**src/rtl/imem_loader_pkg.sv**
```systemverilog
// Shared types and constants for the instruction-memory loader.
// Holds the loader FSM state set and the word/address geometry.
package imem_loader_pkg;

    localparam int unsigned WORD_BYTES = 4;
    localparam int unsigned ADDR_W     = 8;

    typedef enum logic [2:0] {
        StIdle,
        StLen,
        StData,
        StCsum,
        StDone,
        StErr
    } state_e;

endpackage

```
**src/rtl/imem_loader_if.sv**
```systemverilog
// Byte-stream input, memory write port and status bundle of the loader.
// The loader is the slave; the stream source and memory side are the master.
interface imem_loader_if #(
    parameter int unsigned Width = 32
);
    import imem_loader_pkg::*;

    logic              start;
    logic [7:0]        byte_in;
    logic              byte_valid;
    logic              byte_ready;
    logic              we;
    logic [ADDR_W-1:0] waddr;
    logic [Width-1:0]  wdata;
    logic              busy;
    logic              done;
    logic              err;
    logic              cpu_rst_n;

    modport master (
        output start, byte_in, byte_valid,
        input  byte_ready, we, waddr, wdata, busy, done, err, cpu_rst_n
    );

    modport slave (
        input  start, byte_in, byte_valid,
        output byte_ready, we, waddr, wdata, busy, done, err, cpu_rst_n
    );

endinterface

```
**src/rtl/imem_word_pack.sv**
```systemverilog
// Packs accepted bytes big-endian into words and emits a registered
// one-cycle word_valid_o on the cycle after each word's last byte.
module imem_word_pack
    import imem_loader_pkg::*;
#(
    parameter int unsigned Width = 32
) (
    input  logic             clk,
    input  logic             rst_n,
    input  logic             clear_i,
    input  logic             accept_i,
    input  logic [7:0]       byte_i,
    output logic             full_o,
    output logic             word_valid_o,
    output logic [Width-1:0] word_o
);
    logic [Width-1:0] sr_q, sr_d, word_q, word_d;
    logic [1:0]       cnt_q, cnt_d;
    logic             valid_q, valid_d;
    logic [Width-1:0] shifted;

    assign shifted = {sr_q[Width-9:0], byte_i};
    assign full_o  = accept_i && (cnt_q == 2'(WORD_BYTES - 1));

    always_comb begin
        sr_d    = sr_q;
        cnt_d   = cnt_q;
        word_d  = word_q;
        valid_d = 1'b0;
        if (clear_i) begin
            sr_d  = '0;
            cnt_d = '0;
        end else if (accept_i) begin
            sr_d  = shifted;
            cnt_d = cnt_q + 2'd1;
            if (full_o) begin
                word_d  = shifted;
                valid_d = 1'b1;
            end
        end
    end

    always_ff @(posedge clk or negedge rst_n) begin
        if (!rst_n) begin
            sr_q    <= '0;
            cnt_q   <= '0;
            word_q  <= '0;
            valid_q <= 1'b0;
        end else begin
            sr_q    <= sr_d;
            cnt_q   <= cnt_d;
            word_q  <= word_d;
            valid_q <= valid_d;
        end
    end

    assign word_valid_o = valid_q;
    assign word_o       = word_q;

endmodule

```
**src/rtl/imem_loader.sv**
```systemverilog
// Loads a length-prefixed, XOR-checksummed byte stream into instruction
// memory and releases the processor reset only after a good load.
module imem_loader
    import imem_loader_pkg::*;
#(
    parameter int unsigned Width = 32,
    parameter int unsigned Depth = 256
) (
    input logic          clk,
    input logic          rst_n,
    imem_loader_if.slave bus
);
    state_e            state_q, state_d;
    logic [ADDR_W:0]   len_q, len_d, wcnt_q, wcnt_d;
    logic [7:0]        csum_q, csum_d;
    logic [ADDR_W-1:0] waddr_q, waddr_d;
    logic              ready, busy, done, err, cpu_rst_n;
    logic              go, accept, word_full, last_word, word_valid;
    logic [Width-1:0]  word;

    assign go        = bus.start && (state_q inside {StIdle, StDone, StErr});
    assign accept    = bus.byte_valid && ready;
    assign last_word = word_full && ((wcnt_q + (ADDR_W + 1)'(1)) == len_q);

    imem_word_pack #(
        .Width (Width)
    ) u_pack (
        .clk          (clk),
        .rst_n        (rst_n),
        .clear_i      (go),
        .accept_i     (accept && (state_q == StData)),
        .byte_i       (bus.byte_in),
        .full_o       (word_full),
        .word_valid_o (word_valid),
        .word_o       (word)
    );

    always_ff @(posedge clk or negedge rst_n) begin
        if (!rst_n) begin
            state_q <= StIdle;
            len_q   <= '0;
            wcnt_q  <= '0;
            csum_q  <= '0;
            waddr_q <= '0;
        end else begin
            state_q <= state_d;
            len_q   <= len_d;
            wcnt_q  <= wcnt_d;
            csum_q  <= csum_d;
            waddr_q <= waddr_d;
        end
    end

    always_comb begin
        state_d = state_q;
        unique case (state_q)
            StIdle, StDone, StErr: if (bus.start) state_d = StLen;
            StLen:                 if (accept) state_d = StData;
            StData:                if (last_word) state_d = StCsum;
            StCsum: begin
                if (accept) state_d = (bus.byte_in == csum_q) ? StDone : StErr;
            end
            default:               state_d = StIdle;
        endcase
    end

    // A zero length byte encodes a full memory of Depth words.
    always_comb begin
        len_d   = len_q;
        wcnt_d  = wcnt_q;
        csum_d  = csum_q;
        waddr_d = waddr_q;
        if (go) begin
            len_d   = '0;
            wcnt_d  = '0;
            csum_d  = '0;
            waddr_d = '0;
        end else begin
            if (accept && state_q == StLen) begin
                len_d = (bus.byte_in == 8'd0) ? (ADDR_W + 1)'(Depth) : {1'b0, bus.byte_in};
            end
            if (accept && state_q == StData) csum_d = csum_q ^ bus.byte_in;
            if (word_full) wcnt_d = wcnt_q + (ADDR_W + 1)'(1);
            if (word_valid) waddr_d = waddr_q + 1'b1;
        end
    end

    always_comb begin
        ready     = 1'b0;
        busy      = 1'b0;
        done      = 1'b0;
        err       = 1'b0;
        cpu_rst_n = 1'b0;
        unique case (state_q)
            StLen, StData, StCsum: begin
                ready = 1'b1;
                busy  = 1'b1;
            end
            StDone: begin
                done      = 1'b1;
                cpu_rst_n = 1'b1;
            end
            StErr:   err = 1'b1;
            default: ;
        endcase
    end

    assign bus.byte_ready = ready;
    assign bus.busy       = busy;
    assign bus.done       = done;
    assign bus.err        = err;
    assign bus.cpu_rst_n  = cpu_rst_n;
    assign bus.we         = word_valid;
    assign bus.waddr      = waddr_q;
    assign bus.wdata      = word;

endmodule

```
**src/flat_wrapper.sv**
```systemverilog
// flat-port wrapper written by rule: the top's interface ports become plain ports
module imem_loader_flat import imem_loader_pkg::*;
#(
    parameter int unsigned Width = 32,
    parameter int unsigned Depth = 256
)
  (clk, rst_n, bus_start, bus_byte_in, bus_byte_valid, bus_byte_ready, bus_we, bus_waddr, bus_wdata, bus_busy, bus_done, bus_err, bus_cpu_rst_n);
  imem_loader_if #(.Width(Width)) bus_i ();
  input logic clk;
  input logic rst_n;
  input wire logic [$bits(bus_i.start)-1:0] bus_start;
  input wire logic [$bits(bus_i.byte_in)-1:0] bus_byte_in;
  input wire logic [$bits(bus_i.byte_valid)-1:0] bus_byte_valid;
  output wire logic [$bits(bus_i.byte_ready)-1:0] bus_byte_ready;
  output wire logic [$bits(bus_i.we)-1:0] bus_we;
  output wire logic [$bits(bus_i.waddr)-1:0] bus_waddr;
  output wire logic [$bits(bus_i.wdata)-1:0] bus_wdata;
  output wire logic [$bits(bus_i.busy)-1:0] bus_busy;
  output wire logic [$bits(bus_i.done)-1:0] bus_done;
  output wire logic [$bits(bus_i.err)-1:0] bus_err;
  output wire logic [$bits(bus_i.cpu_rst_n)-1:0] bus_cpu_rst_n;
  assign bus_i.start = bus_start;
  assign bus_i.byte_in = bus_byte_in;
  assign bus_i.byte_valid = bus_byte_valid;
  assign bus_byte_ready = bus_i.byte_ready;
  assign bus_we = bus_i.we;
  assign bus_waddr = bus_i.waddr;
  assign bus_wdata = bus_i.wdata;
  assign bus_busy = bus_i.busy;
  assign bus_done = bus_i.done;
  assign bus_err = bus_i.err;
  assign bus_cpu_rst_n = bus_i.cpu_rst_n;
  imem_loader #(.Width(Width), .Depth(Depth)) u_core (.clk(clk), .rst_n(rst_n), .bus(bus_i));
endmodule
```
**config.mk**
```make
export PLATFORM = sky130hd
export DESIGN_NAME = imem_loader_flat
export DESIGN_NICKNAME = d
export VERILOG_FILES = /design/src/rtl/imem_loader_pkg.sv /design/src/rtl/imem_loader_if.sv /design/src/rtl/imem_word_pack.sv /design/src/rtl/imem_loader.sv /design/src/flat_wrapper.sv
export SDC_FILE = /design/constraint.sdc
export NUM_CORES = 1
export LEC_CHECK = 0
export CORE_MARGIN = 2
export CORE_UTILIZATION = 41
export CTS_CLUSTER_DIAMETER = 30
export DETAILED_ROUTE_END_ITERATION = 6
export HOLD_SLACK_MARGIN = 0.02
export PLACE_DENSITY = 0.69
export SLEW_MARGIN = 20
export SYNTH_ARGS = -nofsm -noshare
export SYNTH_HDL_FRONTEND = slang
export SYNTH_SLANG_ARGS = --single-unit
```
**constraint.sdc**
```tcl
create_clock -name clk -period 3.4 [get_ports clk]
set_input_delay 0.34 -clock clk [delete_from_list [all_inputs] [get_ports clk]]
set_output_delay 0.34 -clock clk [all_outputs]
set_load 0.1 [all_outputs]
```
# Yosys cells after proc, flatten, opt, wreduce, memory -nomap -nowiden
# Index checks and enable logic that the tools add are counted.
# word_totals
wordCells,68
memories,0
mem_bits_rw,0
output_inout_bits,46
in_bits,12
ff_bits,96
latchBits,0
romBits,0
# op_classes
div,0
shifts,0
n_bitwise,2
mux,25
n_lt_le_gt_ge,0
reduce_logical,17
n_eq_ne,12
addsub,3
mul,0
# op_table
op,count
2-to-1 mux 24 bit,2
2-to-1 mux 9 bit,5
2-to-1 mux 8 bit,4
2-to-1 mux 3 bit,4
one-hot mux 3 bit (4 select lines),1
"adder 9 x 1 -> 9 bit, second input constant",1
== test 9 bit,1
"adder 8 x 1 -> 8 bit, second input constant",1
== test 8 bit,1
logical NOT 8 bit,1
nonzero test 2 bit,4
bitwise XOR 8 bit,1
2-to-1 mux 1 bit,7
"== test 3 x 2 -> 1 bit, second input constant",2
"== test 3 bit, second input constant",2
logical AND 1 bit,6
"inequality test 2 x 1 -> 1 bit, second input constant",3
OR reduction 3 bit,2
2-to-1 mux 2 bit,2
AND reduction 4 bit,1
"== test 3 x 1 -> 1 bit, second input constant",1
logical NOT 3 bit,1
AND reduction 3 bit,1
nonzero test 3 bit,1
other kinds (4),4

# Logic depth before layout (Yosys ltp)
# Gate-level depths: netlist of run 1.
# logic_depth
ltp_word,9
depth_mapped,9
mapped_depth_nobuf,7

# Cells and area by module
# A second synthesis of run 1 with hierarchy kept.
# hier_totals
cells_unflattened,386
hier_area_um2,4518.1
# modules_own_cells
module,instances,area_each_um2,cells_each,seq_area_each_um2
imem_word_pack,1,2413.6,156,1476.4
imem_loader,1,2104.5,230,925.9

# Least setup slack after synthesis of run 1
# Ideal clock, no wire load.
# synth_path
kind,flip-flop to output port
from,register u_core.state_q[2]
to,output bus_done
n_path_buf,2
required_time_ns,3.060
stages_incl_launch_ff,4
arrival_time_ns,3.470
setup_slack_ns,-0.410
cell_sequence,dfrtp_1 -> clkbuf_1 -> nor3b_1 -> buf_4
# synth_via
elab_chain_len,2
# synth_rtl
element,line,source
"start, declared",imem_loader.sv:13,"state_e state_q, state_d;"
"start signal, assigned",imem_loader.sv:40,state_q <= StIdle;
"start signal, assigned",imem_loader.sv:46,state_q <= state_d;
== test 3 bit,--,
2-to-1 mux 1 bit,--,
"end, declared",flat_wrapper.sv:19,output wire logic [$bits(bus_i.done)-1:0] bus_done;
# No other way between the ends.

# Worst setup path after layout of run 1
# layout_path
from,"register u_core.u_pack.valid_q, in the netlist u_core.u_pack.word_valid_o"
to,output bus_we
# layout_rtl
element,line,source
"start, declared",imem_word_pack.sv:19,"logic valid_q, valid_d;"
"start signal, assigned",imem_word_pack.sv:53,valid_q <= valid_d;
"end, declared",flat_wrapper.sv:15,output wire logic [$bits(bus_i.we)-1:0] bus_we;
# No word-level cell between the ends.

==> results of run 1 <==
[flip-flops by register name (all words and copies together), names as in the netlist, 2 cells and up]
name / count
u_core.state_q: 3
u_core.wcnt_q: 9
u_core.u_pack.cnt_q: 2
u_core.csum_q: 8
u_core.bus.waddr: 8
u_core.len_q: 9
u_core.u_pack.sr_q: 24
u_core.u_pack.word_o: 32
[synth_stat cells]
cell,n
nand4bb_1,1
a211o_1,1
nor3b_1,2
o21ai_2,1
nor2_1,21
a22o_1,17
a221oi_1,2
and3b_1,2
dfrtp_1,96
clkbuf_1,16
a311o_1,1
nand2b_1,1
o21ai_0,39
a21oi_1,3
and2_1,2
o31ai_1,4
ha_1,3
and4bb_1,1
nand4_1,9
and3_1,4
buf_4,3
nand3_1,11
buf_2,5
mux2i_1,2
inv_1,11
o22ai_1,1
nor4_1,3
and4_1,2
a211oi_2,1
nand2_1,123
mux2_2,8
nand2_4,1
a21boi_0,1
nor3_1,1
o21bai_1,1
mux2_1,1
buf_1,1
nand3b_1,1
xnor2_1,18
xor2_1,8
a211oi_1,1
or3_1,2
[worst register-to-register path: stages, from the launching register on]
cell,delay [ns]
dfrtp_1,0.47
ha_1,0.27
and3_1,0.33
nand4_1,0.20
and4_1,0.26
a211oi_2,0.21
o21ai_2,0.11
mux2_1,0.34
[how the worst max path moves through the flow]
stage,startpoint,to,depth (start not counted)
after CTS,u_core.u_pack.word_valid_o,bus_we,1
after detailed placement,bus_byte_valid,u_core.state_q[2],7
final,u_core.u_pack.word_valid_o,bus_we,1
after floorplan,u_core.state_q[2],bus_done,3
after global placement,bus_byte_valid,u_core.state_q[2],7
after global routing,u_core.wcnt_q[0],u_core.state_q[2],7
[kinds of logic after synthesis]
group | Yosys count | synth area share (%)
AO/OA/AOI/OAI | 73 | 11.2
adder cells (fa/ha/maj) | 3 | 0.885
flip-flops | 96 | 56.6
AND/OR/NAND/NOR | 187 | 19.4
buffers and inverters | 36 | 3.60
multiplexers | 11 | 2.86
XOR/XNOR | 26 | 5.37
[cell type report]
class	instances	area share, %
Clock buffer	10	2.51
Clock inverter	6	0.885
Timing Repair Buffer	64	12.0
Multi-Input combinational cell	300	33.3
Tap cell	136	3.34
Sequential cell	96	47.2
Inverter	11	0.811
[metrics by stage]
stage | cell area, um^2 | util [%]
after floorplan | 4250 | -
after global placement | 4910 | 48.2
after detailed placement | 4910 | 48.2
after CTS | 5090 | 50.0
after global routing | 5090 | 50.0
final | 5090 | 50.0
[per-layer routing]
layer / wire, um / part of all wire [%]
met5: 0 / 0
met4: 104 / 1.2
met3: 420 / 4.8
met2: 4190 / 48
met1: 4040 / 46
[power by group through the flow]
stage	combinational [W]	sequential (W)	clock (W)
2_1_floorplan	0.000870	0.00176	0
3_3_place_gp	0.00128	0.00162	0
3_5_place_dp	0.00131	0.00163	0
4_1_cts	0.00131	0.00161	0.000684
5_1_grt	0.00143	0.00164	0.000741
6_report	0.00130	0.00161	0.000667
[repair_timing]
action / 4_1_cts / 5_1_grt
resized for setup: 0 / 0
hold buffers: 1 / 0
hold endpoints to repair: 38 / 0
==> reports/metrics.yaml, run 1 <==
status: "finished clean"
layout_commonest_cell: "nand2_1"
clk_latency_ns: 0.36
yosys_warnings: 0
regToRegEndpoint: "u_core.state_q[2]"
synthCells: 432
tightest_slew_ns: 0.980
hpwlAfterDp_mm: 6.09
syn_area_mm2: 0.00424
grt_setup_unrepaired: "false"
num_io_pins: 58
arrival_ns: 2.02
diodes: 0
r2r_slack_ns: 1.11
worstPathCellList: "clkdlybuf4s50_1"
antenna_found_initial: 0
vias: 3248
start_util_pct: 41.6
power_w: 0.00358
synth_top_area_share_pct: 56.6
drt-total-wl_mm: 8.75
seq_area_mm2: 0.00240
post-route-min-period_ns: 2.36
final_cells: 623
use_met1_pct: 24.7
multiInputGateArea_mm2: 0.00169
nets: 497
io_buffers: 57
die_w_um: 106
route.detailed.drc: 0
postCtsSetupBuffers: 0
place_congestion: 0.885
dp_cells: 606
wire_per_inst_um: 14.1
syn_to_final_growth_pct: 20.0
power.leakage_nw: 2.43
tritoncts: "yes"
synth_area_per_cell_um2: 9.82
fmaxAchievable_mhz: 424
synth_area_leaders: "dfrtp_1 (57%), nand2_1 (11%), o21ai_0 (4.6%), xnor2_1 (3.7%), a22o_1 (3.5%)"
cts_buffer_depth: 2
internal_power_w: 0.00206
cts_root_buffer: "clkbuf_8"
crit_type: "register to output pin"
cts.sinks: 96
grt.met2_usage_pct: 25.9
timing.final.hold_violations: 0
startpoint_type: "register"
track_usage_pct: 17.3
top_usage_layer: "met2"
grt_max_degree: 41
grt_first_pass_wirelength_mm: 15.5
seq_power_share_pct: 45.0
first_pass_iters: 4
slowest_stage: "clkdlybuf4s50_1"
irDropWorstVdd_uv: 410
pre_cts_slack_ns: 0.966
switchingPower_w: 0.00152
critPathBufInv: 1
setup_viol_count_final: 0
cp_max_fo: 7
postRouteAntennaNets: 0
core_area_mm2: 0.0102
grt.met3_usage_pct: 3.22
critPathMaxStageDelay_ns: 1.18
maxCapViolations: 0
yosysTopAreaCell: "dfrtp_1"
fill_cells: 968
vias_per_cell: 5.21
rr_worst_depth: 7
powerDensity_mw_per_mm2: 703
slew_headroom_pct: 34.4
required_ns: 3.06
slew_violations: 0
drtIter0Drc: 187
yosysUniqueCellTypes: 42
hold_class: "input port to async pin"
grt_pass1_vias: 3206
rows: 37
final_cell_mix: "nand2_1 (123), dfrtp_1 (96), clkdlybuf4s50_1 (51), o21ai_0 (39), nor2_1 (20)"
mappedNetlistNets: 447
worst_slack_ns: 1.04
clkTransAtPathRegs_ns: 0.09
finalCritPeriodShare_pct: 69.3
hold_ws_ns: 0.480
die_area_mm2: 0.0112
swShare_pct: 42.4
numCtsBuffers: 9
pwr-share-clk_pct: 18.6
fin_worst_skew_ns: 0.00840
gr-total-overflow: 0
crit_path_end_kind: "output pin"
combPwrFrac_pct: 36.4
die_h_um: 106
crit_family: "buffers and inverters"
htree_levels: 3
drive_gt1_share_pct: 8.21
synth_seq_cells: 96
timing.rr.start: "u_core.wcnt_q[0]"
tns_ns: 0
ys_seq_area_share_pct: 56.6
Note: power is estimated with default switching activity, not from simulation.
==> inputs of run 2 (changes only) <==
clock period = 2.3 ns   (was 3.4 ns; I/O delays follow)
==> run 2 against run 1 <==
Effect of this change: critical path depth rose by 6; sequential cell count did not move; clock skew barely moved; clock-buffer cell count did not move; design area rose by 1.4%; die area did not move; worst hold slack got worse by 0.083 ns; largest cell class unchanged; highest routed layer unchanged.
==> reports/metrics.yaml, run 2 (synthesized netlist as in run 1, its figures left out) <==
vias_per_cell: 5.12
route.detailed.drc: 0
slew_headroom_pct: 61.3
die_w_um: 106
place_congestion: 0.809
cts_root_buffer: "clkbuf_8"
crit_path_end_kind: "register"
largest_reg_flops: 32
cts.sinks: 96
drt-total-wl_mm: 8.82
tightest_slew_ns: 0.580
io_buffers: 57
drtIter0Drc: 211
numCtsBuffers: 9
wire_per_inst_um: 13.9
rows: 37
clkTransAtPathRegs_ns: 0.10
slowest_stage: "dfrtp_2"
post-route-min-period_ns: 2.14
clk_latency_ns: 0.36
required_ns: 2.55
tns_ns: 0
postRouteAntennaNets: 0
core_area_mm2: 0.0102
syn_to_final_growth_pct: 21.7
grt_max_degree: 48
worstPathCellList: "ha_1, and3_2, nand4_1, and4_1, a211oi_2, o21ai_2, mux2_1"
startpoint_type: "register"
diodes: 0
layout_commonest_cell: "nand2_1"
arrival_ns: 2.39
crit_type: "register to register"
powerDensity_mw_per_mm2: 1110
cp_max_fo: 7
grt_first_pass_wirelength_mm: 15.0
hpwlAfterDp_mm: 6.17
postCtsSetupBuffers: 0
tritoncts: "yes"
cts_buffer_depth: 2
setup_viol_count_final: 0
gr-total-overflow: 0
fin_worst_skew_ns: 0.00862
maxCapViolations: 0
fmaxAchievable_mhz: 468
vias: 3238
grt_setup_unrepaired: "false"
start_util_pct: 41.6
nets: 507
die_h_um: 106
drive_gt1_share_pct: 18.9
final_util_pct: 50.7
grt_pass1_vias: 3101
timing.final.hold_violations: 0
antenna_found_initial: 0
slew_violations: 0
track_usage_pct: 16.6
irDropWorstVdd_uv: 700
num_io_pins: 58
htree_levels: 3
hold_class: "input port to async pin"
finalCritPeriodShare_pct: 93.0
power.leakage_nw: 2.61
critPathMaxStageDelay_ns: 0.43
final_cell_mix: "nand2_1 (123), dfrtp_1 (95), buf_4 (62), o21ai_0 (39), nor2_1 (20)"
status: "finished clean"
first_pass_iters: 4
die_area_mm2: 0.0112
==> run 2: cell types whose count changed in the layout (fill, tap and decap cells not counted), sizes merged <==
cell,previous run,this run
clkdlybuf4s50,51,10
bufinv,0,3
buf,12,63
clkinvlp,3,2
clkinv,2,0
==> run 2: cell type report <==
cell class / count / area (um^2)
clock buffers: 10 / 138
clock inverters: 6 / 114
well taps: 136 / 170
fillers: 978 / 5020
multi-input cells: 300 / 1700
flip-flops and latches: 96 / 2400
repair buffers: 74 / 596
inverters: 11 / 41.3
==> run 2: worst max-delay path, delay by kind of cell (launching register included) <==
kind            cells  cell delay [ns]
fa+ha+maj           1             0.26
mux                 1             0.33
compound gates      2             0.29
flops               1             0.43
simple gates        3             0.72
==> run 2: worst paths after layout <==
check | end | startpoint | depth (start not counted) | slack, ns
min reg2reg | u_core.u_pack.word_o[23] | u_core.u_pack.word_o[23] | 2 | 0.48
min in group clk | u_core.u_pack.word_o[23] | u_core.u_pack.word_o[23] | 2 | 0.48
max reg2reg | u_core.state_q[2] | u_core.wcnt_q[0] | 7 | 0.16
min | u_core.u_pack.word_o[16] | rst_n | 2 | 0.40
max | u_core.state_q[2] | u_core.wcnt_q[0] | 7 | 0.16
max in group asynchronous | u_core.wcnt_q[0] | rst_n | 3 | 1.19
==> run 2: metal layers <==
layer	part of all wire [%]	vias up	wire, um	global-route usage, %
met3	3.6	9	317	2.29
met2	47	70	4140	26.2
li1	-	1577	-	-
met4	1.3	0	111	5.64
met5	0	-	0	0
met1	48	1582	4260	23.7
==> run 2: power by group <==
| part | internal, W | switching, W | leakage [nW] |
|---|---|---|---|
| clock network | 0.000756 | 0.000600 | 0.119 |
| logic | 0.000680 | 0.00140 | 1.18 |
| registers | 0.00204 | 0.000281 | 1.31 |
==> run 2: repair_timing <==
item / 4_1_cts / 5_1_grt
resized for setup: 0 / 2
setup endpoints to repair: 0 / 2
endpoints found under the hold margin: 44 / 0
hold buffers: 1 / 0
==> run 2: metrics by stage <==
stage / hold WS (ns) / instances / cell area (um^2) / setup slack (ns) / total power, W
2_1_floorplan: -0.0656 / 432 / 4250 / 0.124 / 0.00390
3_3_place_gp: 0.268 / 616 / 4900 / 0.177 / 0.00439
3_5_place_dp: 0.273 / 616 / 4900 / 0.0687 / 0.00444
4_1_cts: 0.421 / 633 / 5160 / 0.0546 / 0.00579
5_1_grt: 0.455 / 633 / 5160 / 0.0211 / 0.00607
6_report: 0.397 / 633 / 5160 / 0.161 / 0.00576
==> inputs of run 3 (changes only) <==
--- a/config.mk
+++ b/config.mk
@@ -11,7 +11,8 @@
 export DETAILED_ROUTE_END_ITERATION = 6
 export HOLD_SLACK_MARGIN = 0.02
-export PLACE_DENSITY = 0.69
+export PLACE_DENSITY = 0.68
 export SLEW_MARGIN = 20
 export SYNTH_ARGS = -nofsm -noshare
 export SYNTH_HDL_FRONTEND = slang
+export SYNTH_HIERARCHICAL = 1
 export SYNTH_SLANG_ARGS = --single-unit
==> constraint.sdc (replaced) <==
create_clock -name clk -period 2.3 [get_ports clk]
set_input_delay 0.575 -clock clk [delete_from_list [all_inputs] [get_ports clk]]
set_output_delay 0.575 -clock clk [all_outputs]
set_load 0.1 [all_outputs]
==> run 3 against run 2 <==
Effect of this change: combinational power is essentially flat; non-clock buffer count grew 5; clock-buffer cell count grew 4; worst setup slack gained 0.054 ns; design area grew 5.8%; critical endpoint is now bus_cpu_rst_n; largest cell class unchanged.
==> reports/metrics.yaml, run 3 <==
grt_setup_unrepaired: "false"
synth_edf_count: 0
layout_commonest_cell: "dfrtp_1"
critPathBufInv: 1
vias: 3004
cts.sinks: 96
nets: 468
ys_seq_area_share_pct: 53.2
irDropWorstVdd_uv: 430
yosys_warnings: 6
worst-path-stages: 3
maxCapViolations: 0
postRouteAntennaNets: 0
final_util_pct: 50.6
slew_headroom_pct: 58.1
synthCells: 386
drive_gt1_share_pct: 27.1
die_area_mm2: 0.0119
critPathMaxStageDelay_ns: 0.46
cp_max_fo: 8
crit_family: "simple AND/OR/NAND/NOR gates"
r2r_slack_ns: 0.33
largest_reg_flops: 32
mappedNetlistNets: 401
diodes: 0
grt_max_degree: 61
hpwlAfterDp_mm: 6.30
worst_slack_ns: 0.216
power.leakage_nw: 2.75
htree_levels: 3
startpoint: "u_core/state_q[1]"
regToRegEndpoint: "u_core/state_q[0]"
tightest_slew_ns: 0.629
fin_worst_skew_ns: 0.00813
seq_area_mm2: 0.00240
cts_hold_buffers: 0
power_w: 0.00541
route.detailed.drc: 0
tns_ns: 0
hold_class: "input port to async pin"
rows: 38
clk_latency_ns: 0.36
powerDensity_mw_per_mm2: 990
final_cell_mix: "dfrtp_1 (96), buf_4 (60), nor2_1 (57), nand2_1 (34), xor2_1 (33)"
vias_per_cell: 5.02
gr-total-overflow: 0
grt_first_pass_wirelength_mm: 15.0
die_w_um: 109
multiInputGateArea_mm2: 0.00196
io_buffers: 57
track_usage_pct: 16.3
drt-total-wl_mm: 9.04
grt_pass1_vias: 2972
slowest_stage: "dfrtp_1"
post-route-min-period_ns: 2.08
tritoncts: "yes"
start_util_pct: 41.9
num_io_pins: 58
synth_area_leaders: "dfrtp_1 (53%), mux2_4 (9.6%), xor2_1 (6.4%), mux2i_1 (6.0%), nor2_1 (5.0%)"
final_cells: 598
cts_buffer_depth: 2
place_congestion: 0.847
required_ns: 1.73
rr_worst_depth: 7
netlist_top_cells_count: "dfrtp_1 (96), nor2_1 (60), nand2_1 (34)"
postCtsSetupBuffers: 0
antenna_found_initial: 0
synth_area_per_cell_um2: 11.7
dp_cells: 582
arrival_ns: 1.51
slew_violations: 0
fill_cells: 955
die_h_um: 109
timing.rr.start: "u_core/state_q[1]"
first_pass_iters: 4
wire_per_inst_um: 15.1
timing.final.hold_violations: 0
status: "finished clean"
setup_viol_count_final: 0
yosys_most_used_dff: "dfrtp_1"
clkTransAtPathRegs_ns: 0.08
drtIter0Drc: 93
core_area_mm2: 0.0108
worstPathCellList: "nand2b_1, nor2_2, buf_12"
crit_type: "register to output pin"
yosysTopAreaCell: "dfrtp_1"
synth_top_area_share_pct: 53.2
fmaxAchievable_mhz: 480
startpoint_type: "register"
finalCritPeriodShare_pct: 90.6
yosysMostFrequentCell: "dfrtp_1"
pre_cts_slack_ns: 0.0752
yosysUniqueCellTypes: 42
synth_seq_cells: 96
synthArstFlopShare_pct: 100
cts_root_buffer: "clkbuf_8"
numCtsBuffers: 9
syn_to_final_growth_pct: 20.9
crit_path_end_kind: "output pin"
syn_area_mm2: 0.00452
cts_repair_resize_count: 0
-- run 3: cells by family (layout without fill, tap and decap cells) --
group           Yosys count  in the layout  share of synthesized area [%]
flops                    96             96                           53.2
mux                      59             59                           16.4
simple gates            136            136                           14.1
fa+ha+maj                 3              3                          0.831
buf+inv                  26             98                           3.96
xor+xnor                 42             42                           8.14
compound gates           24             24                           3.46
-- run 3: stage by stage --
stage	area [um^2]	hold WS, ns
2_1_floorplan	4550	0.279
3_3_place_gp	5280	0.499
3_5_place_dp	5280	0.495
4_1_cts	5460	0.170
5_1_grt	5460	0.181
6_report	5460	0.159
-- run 3: how the worst max path moves through the flow --
| stage | endpoint | slack, ns |
|---|---|---|
| floorplan | bus_err | -0.21 |
| global placement | u_core/state_q[0] | 0.12 |
| detailed placement | u_core/state_q[0] | 0.08 |
| CTS | bus_done | 0.21 |
| global route | bus_cpu_rst_n | 0.16 |
| finish | bus_cpu_rst_n | 0.22 |
-- run 3: where the power goes --
| group | internal (W) | switching [W] | total [W] |
|---|---|---|---|
| sequential | 0.00201 | 0.000280 | 0.00229 |
| combinational | 0.000721 | 0.00135 | 0.00207 |
| clock | 0.000482 | 0.000559 | 0.00104 |
-- run 3: final cells by class --
class | count | area share [%]
clock buffer | 14 | 3.16
clock inverter | 2 | 0.229
inverter | 3 | 0.206
multi-input combinational | 264 | 35.9
sequential | 96 | 44.0
tap | 140 | 3.21
timing repair buffer | 79 | 13.4
-- run 3: layer usage --
metal,GRT usage (%),vias to the layer above,routed length (um)
met2,25.5,47,4360
li1,-,1432,-
met1,22.4,1512,4230
met5,0,-,0
met4,6.96,0,177
met3,2.69,13,268
